## config.mk

```make
export PLATFORM = sky130hd
export DESIGN_NAME = hazard_ctrl
export DESIGN_NICKNAME = d
export VERILOG_FILES = /design/src/rtl/hazard_ctrl.sv
export SDC_FILE = /design/constraint.sdc
export NUM_CORES = 1
export LEC_CHECK = 0
export BUFFER_PORTS_ARGS = -buffer_cell sky130_fd_sc_hd__clkbuf_2
export CAP_MARGIN = 15
export CORE_MARGIN = 3
export CORE_UTILIZATION = 46
export DETAILED_ROUTE_END_ITERATION = 12
export PLACE_DENSITY = 0.81
export SETUP_SLACK_MARGIN = 0.5
export SYNTH_ARGS = -nofsm -noshare
export SYNTH_HDL_FRONTEND = slang
export SYNTH_SLANG_ARGS = --single-unit
```

## constraint.sdc

```tcl
create_clock -name clk -period 1.5 [get_ports clk]
set_input_delay 0 -clock clk [delete_from_list [all_inputs] [get_ports clk]]
set_output_delay 0 -clock clk [all_outputs]
set_load 0.05 [all_outputs]
```

## src/rtl/hazard_ctrl.sv

```systemverilog
// Pipeline hazard sequencer: load-use stalls, taken-branch flushes and data-memory wait freezes.
// Optional perf counters (stall_cycles, flush_cycles) are enabled by defining HAZ_PERF_CNT_EN.
module hazard_ctrl #(
  parameter int LOAD_LAT    = 1,
  parameter int BR_EXTRA    = 1,
  parameter int MEM_TIMEOUT = 255
) (
  input  logic        clk,
  input  logic        rst_n,
  input  logic [4:0]  id_rs,
  input  logic [4:0]  id_rs2,
  input  logic        id_uses_rs,
  input  logic        id_uses_rs2,
  input  logic        id_ex_memrd,
  input  logic [4:0]  id_ex_rd,
  input  logic        ex_br_taken,
  input  logic        dmem_req,
  input  logic        dmem_ready,
  output logic        pc_stall,
  output logic        if_id_stall,
  output logic        if_id_flush,
  output logic        id_ex_bubble,
  output logic        pipe_freeze,
  output logic        mem_timeout
`ifdef HAZ_PERF_CNT_EN
  ,
  output logic [31:0] stall_cycles,
  output logic [31:0] flush_cycles
`endif
);

  typedef enum logic [1:0] {
    RUN      = 2'd0,
    LU_STALL = 2'd1,
    FLUSH    = 2'd2
  } state_t;

  localparam logic [3:0] LU_CNT = 4'(LOAD_LAT - 1);
  localparam logic [3:0] BR_CNT = 4'(BR_EXTRA);
  localparam logic [7:0] TO_LIM = 8'(MEM_TIMEOUT);

  state_t     state, state_nxt;
  logic [3:0] cnt, cnt_nxt;
  logic [7:0] wait_cnt, wait_nxt;
  logic       timeout_q;
  logic       frz, lu, timeout_hit;

  function automatic logic [7:0] sat_inc8(input logic [7:0] v);
    return (v == 8'hFF) ? v : v + 8'd1;
  endfunction

  assign frz = dmem_req & ~dmem_ready;
  assign lu  = id_ex_memrd & (id_ex_rd != 5'd0) &
               ((id_uses_rs & (id_ex_rd == id_rs)) | (id_uses_rs2 & (id_ex_rd == id_rs2)));

  assign wait_nxt    = sat_inc8(wait_cnt);
  // Visible in the very freeze cycle that reaches the limit, sticky afterwards.
  assign timeout_hit = frz & (wait_nxt >= TO_LIM);
  assign mem_timeout = rst_n & (timeout_q | timeout_hit);

  always_ff @(posedge clk or negedge rst_n) begin
    if (!rst_n) begin
      state     <= RUN;
      cnt       <= 4'd0;
      wait_cnt  <= 8'd0;
      timeout_q <= 1'b0;
    end else begin
      state     <= state_nxt;
      cnt       <= cnt_nxt;
      wait_cnt  <= frz ? wait_nxt : 8'd0;
      timeout_q <= timeout_q | timeout_hit;
    end
  end

  always_comb begin
    state_nxt    = state;
    cnt_nxt      = cnt;
    pc_stall     = 1'b0;
    if_id_stall  = 1'b0;
    if_id_flush  = 1'b0;
    id_ex_bubble = 1'b0;
    pipe_freeze  = 1'b0;
    if (!rst_n) begin
      state_nxt = RUN;
      cnt_nxt   = 4'd0;
    end else if (frz) begin
      // Sequencer state holds so a pending stall/flush resumes after the wait.
      pipe_freeze = 1'b1;
      pc_stall    = 1'b1;
      if_id_stall = 1'b1;
    end else begin
      case (state)
        RUN: begin
          if (ex_br_taken) begin
            if_id_flush  = 1'b1;
            id_ex_bubble = 1'b1;
            if (BR_EXTRA > 0) begin
              state_nxt = FLUSH;
              cnt_nxt   = BR_CNT;
            end
          end else if (lu) begin
            pc_stall     = 1'b1;
            if_id_stall  = 1'b1;
            id_ex_bubble = 1'b1;
            if (LOAD_LAT > 1) begin
              state_nxt = LU_STALL;
              cnt_nxt   = LU_CNT;
            end
          end
        end
        LU_STALL: begin
          pc_stall     = 1'b1;
          if_id_stall  = 1'b1;
          id_ex_bubble = 1'b1;
          cnt_nxt      = cnt - 4'd1;
          if (cnt <= 4'd1) state_nxt = RUN;
        end
        FLUSH: begin
          if_id_flush  = 1'b1;
          id_ex_bubble = 1'b1;
          cnt_nxt      = cnt - 4'd1;
          if (cnt <= 4'd1) state_nxt = RUN;
        end
        default: begin
          state_nxt = RUN;
          cnt_nxt   = 4'd0;
        end
      endcase
    end
  end

`ifdef HAZ_PERF_CNT_EN
  always_ff @(posedge clk or negedge rst_n) begin
    if (!rst_n) begin
      stall_cycles <= 32'd0;
      flush_cycles <= 32'd0;
    end else begin
      if (pc_stall)    stall_cycles <= stall_cycles + 32'd1;
      if (if_id_flush) flush_cycles <= flush_cycles + 32'd1;
    end
  end
`endif

endmodule

```

Word-level counts from Yosys, hierarchy flattened
Cells that the tools add are included.

cells by class
  bitwise gates (word level) = 10
  equality and inequality tests = 8
  reduce and logical (&&, ||, !) cells = 5
  muxes and demuxes = 26
  $add $sub $neg = 2
  magnitude comparators = 2

operators with widths
  cell                   number
  $mux W8                2
  $mux W1                12
  $mux W4                3
  $eq A5 B5 Y1           2
  $add A8 B1 Y8 const B  1
  $eq A8 B8 Y1 const B   1
  $ge A8 B8 Y1 const B   1
  $mux W2                4
  $pmux W4 S2            1
  $and A1 B1 Y1          7
  $pmux W1 S2            3
  $reduce_bool A5 Y1     1
  $le A4 B1 Y1 const B   1
  $pmux W2 S2            1
  $sub A4 B1 Y4 const B  1
  $ne A3 B2 Y1 const B   1
  $ne A3 B3 Y1 const B   1
  $reduce_and A3 Y1      1
  $eq A2 B1 Y1 const B   1
  $eq A2 B2 Y1 const B   1
  $logic_not A2 Y1       1
  $ne A2 B2 Y1 const B   1
  $or A1 B1 Y1           2
  $reduce_and A2 Y1      1
  other kinds (2)        2

storage, ports and cells
  flip-flop bits (word level) = 15
  input port bits = 23

Longest topological paths before layout
  depth in word-level cells = 9
  gate-level depth with buffers = 7
  depth with buffers taken out = 6

Least setup slack after synthesis
No wires, ideal clock.

  path type = register to output
  from = register state[1]
  to = output port pc_stall
  setup slack = -0.254 ns
  data required time = 1.500 ns
  arrival time = 1.754 ns
  stages on the path, launching flop included = 5
  cell sequence = dfrtp_1 -> nor2_1 -> nand2_1 -> o22ai_1 -> buf_4

on the way
  longest elaborated chain between the ends = 4
  elaborated cells on any way between the ends = 5
  those cells by class = eq/ne (1); mux (3); reduce/logical (1)

ends and longest elaborated chain
  what                                                     line  RTL
  start, declared                                          42    state_t state, state_nxt;
  start signal, assigned                                   68    state <= state_nxt;
  $eq A2 B1 Y1 / $logic_not A2 Y1 (equally long branches)  --
  $pmux W1 S2 *                                            --
  $mux W1 * (2 in a row)                                   --
  end, declared                                            19    output logic pc_stall,

Every way passes the cells marked *; elsewhere a longest branch is shown, timed or not.

Worst setup path after layout
  from = register wait_cnt[1]
  to = output port mem_timeout

on the way
  longest elaborated chain between the ends = 6
  elaborated cells on any way between the ends = 7
  those cells by class = add/sub (1); order compare (1); eq/ne (1); mux (1); bitwise (3)

ends and longest elaborated chain
  what                                                  line  RTL
  start, declared                                       44    logic [7:0] wait_cnt, wait_nxt;
  start signal, assigned                                70    wait_cnt <= frz ? wait_nxt : 8'd0;
  $add A8 B1 Y8 / $eq A8 B8 Y1 (equally long branches)  49    return (v == 8'hFF) ? v : v + 8'd1;
  $mux W8 *                                             49
  $ge A8 B8 Y1 *                                        58    assign timeout_hit = frz & (wait_nxt >= TO_LIM);
  $and A1 B1 Y1 *                                       58
  $or A1 B1 Y1 *                                        59    assign mem_timeout = rst_n & (timeout_q | timeout_hit);
  $and A1 B1 Y1 *                                       59
  end, declared                                         24    output logic mem_timeout

Marks and branches as above.

==> impl_metrics.yaml <==
layout:
  ratio_of_cells_with_drive_above_1_in_the_final_layout_pct: 63.7
  final_cell_mix: "buf_4, clkbuf_2, buf_6"
  final_net_count: 206
  finish.instance_area_mm2: 0.00188
  n_fill_cell: 69
  area_delta_synth_final_pct: 81.2
  finalCoreUtilization_pct: 92.3
  final-instance-count-excl-fill: 206
  n_antenna_cell: 0
  layout.cells.most_common: "buf_4"
sta:
  timing.final.crit_period_ns: 1.99
  slew-limit-headroom_pct: 67.0
  timing_max_transition_violations_final: 0
  timing.final.crit_share_pct: 133
  worst-slew-pin-transition_ns: 0.495
  timing.final.ws_setup_ns: -0.489
  hold_viol_final: 0
  totalNegativeSetupSlack_ns: -1.09
  setup_viol_count_final: 6
  grt_setup_unrepaired: "yes"
  maxClockFrequency_mhz: 503
  fin_skew_ns: 0.0113
power_and_ir_drop:
  p_total_uw: 1120
  cellPowerDensity_mw_per_mm2: 596
  irDropWorstVdd_v: 0.000800
  power_leakage_uw: 0.000855
setup_path:
  worstPathArrival_ns: 1.99
  timing.critical_path.cells: "ha_4, xor2_1, a31oi_1, nor2_1, o2111a_1, a41o_4, buf_8"
  worstSetupPathType: "flop to output port"
  worst-r2r-cell-count: 8
  cp_max_fo: 7
  crit_path_end_kind: "output port"
  startpoint_type_of_the_worst_setup_path: "flop"
  critPathMaxStageDelay_ns: 0.42
  cp.required_ns: 1.50
  timing.critical_path.slowest_stage_cell: "dfrtp_1"
die:
  die_height_um: 53.5
  ios: 29
  row_count: 16
  die_w_um: 53.5
  core_region_area_mm2: 0.00204
  floorplan.initialDensity_pct: 50.9
  die-area_mm2: 0.00287
global_routing:
  grt_pass1_vias: 1174
  globalRoute.totalOverflow: 0
  wire_length_of_the_first_global_routing_pass_um: 5420
  grt.total_usage_pct: 26.7
  maximum_number_of_pins_on_one_net_before_global_route_repair: 11
  initial_antenna_violation_count: 0
cts:
  cts_tree: "done"
  numCtsBuffers: 3
  clk-insertion-delay-late_ns: 0.30
  clk_pin_slew_ns: 0.09
  htreeDepth: 1
  clockBufferDepth: 2
  clock_tree_root_driver_cell: "clkbuf_4"
  count_of_clock_tree_sinks: 14
synthesis:
  async_reset_ff_share_pct: 100
  synth_seq_cells: 14
  synth.yosys.seq_area_share_pct: 33.7
  leading_register_cell_type_out_of_synthesis: "dfrtp_1"
  synth_area_mm2: 0.00104
  syn_avg_cell_area_um2: 8.81
  edff_count_synth: 0
  synth.distinct_cells: 44
  synthesis.nets: 144
  synthesis.yosys.warnings: 0
  syn-instance-count: 118
job:
  maxCapViolCount: 0
route:
  vias_per_cell: 6.35
  dr.pass1.iters: 4
  postRouteWirelength_um: 4710
  initial_drc_count: 76
  drt-wirelength-per-cell_um: 22.9
  drtAntennaViolNets: 0
  vias: 1309
  detail_route.drc_violations: 0
min_path:
  worstHoldPathType: "input pin to flop"
  worstHoldPathCells: 4
placement:
  hpwl_um: 1990
  numPortBuffers: 28
  post-place-cells: 183
  place_area_mm2: 0.00141
  gp_congestion: 0.827
status:
  run_status: "finished with violations"
  failing_checks: "negative setup slack"
[cells by family after synthesis]
logic type	after synthesis	share of synthesized area (%)
simple gates	46	25.0
flops	14	33.7
compound gates	30	19.6
buf+inv	12	7.10
fa+ha+maj	3	3.61
xor+xnor	13	11.0
[cells in the mapped netlist, types with 2 or more instances]
cell type	count	area, um2
dfrtp_1	14	350
nor2_1	13	48.8
xnor2_1	11	96.3
nand2_1	8	30.0
a21oi_1	6	30.0
inv_1	6	22.5
nand3_1	5	25.0
o21ai_0	5	25.0
a211oi_1	3	22.5
ha_1	3	37.5
a22oi_1	2	15.0
a31oi_1	2	12.5
and2_1	2	12.5
clkbuf_1	2	7.51
nand4_1	2	12.5
nor2b_1	2	12.5
nor3_1	2	10.0
o211ai_1	2	15.0
o22ai_1	2	12.5
xor2_1	2	17.5
[worst max-delay path: cells and delay by family (launching register included)]
family / cells / cell delay, ns
AOI/OAI and AO/OA: 3 / 0.53
DFF: 1 / 0.42
adders and majority gates: 1 / 0.23
xor gates and xnor gates: 1 / 0.19
and+or+nand+nor: 1 / 0.17
buffers and inverters: 1 / 0.14
[metrics by stage]
step | worst slack (ns) | hold slack [ns]
final | -0.489 | 0.108
after global routing | -0.590 | 0.0979
after CTS | -0.387 | 0.0785
after detailed placement | -0.209 | -0.131
after global placement | -0.175 | -0.130
after floorplan | -0.0591 | -0.296
[state kept, by name (all words and copies together), names as in the netlist]
| name | flops |
|---|---|
| wait_cnt | 8 |
| timeout_q | 1 |
| cnt | 4 |
| state | 1 |
[layout make-up]
class	count	area, um2	area share (%)
clock buffers	4	36.3	1.93
inverters	6	22.5	1.20
multi-input cells	92	903	47.9
flip-flops and latches	14	355	18.9
well taps	27	33.8	1.79
repair buffers	63	533	28.3
[power by group]
part           total [uW]  internal (uW)  switching (uW)
Clock                 298            148             150
Sequential            414            392            21.9
Combinational         411            200             211
[final timing paths]
kind	startpoint	endpoint	slack, ns
worst max-delay path	wait_cnt[1]	mem_timeout	-0.49
worst min-delay path	dmem_ready	wait_cnt[1]	0.11
worst max register to register	wait_cnt[4]	wait_cnt[3]	-0.25
worst min register to register	timeout_q	timeout_q	0.52
max in group asynchronous	rst_n	cnt[1]	0.48
min in group asynchronous	rst_n	timeout_q	0.50
[routing by layer]
metal	share of wire (%)	wire length [um]	global-route usage [%]
met5	0	0	0
met4	4.9	232	11.9
met3	9.5	447	5.54
met2	49	2320	46.5
met1	36	1720	31.5
[repair_timing]
item	CTS	global route
pin swaps	23	9
hold buffers	1	2
endpoints found under the hold margin	14	5
gates resized for setup	39	37
buffers inserted	8	8
endpoints found under the setup margin	18	19
No activity file was read; power rests on OpenSTA's default activity.
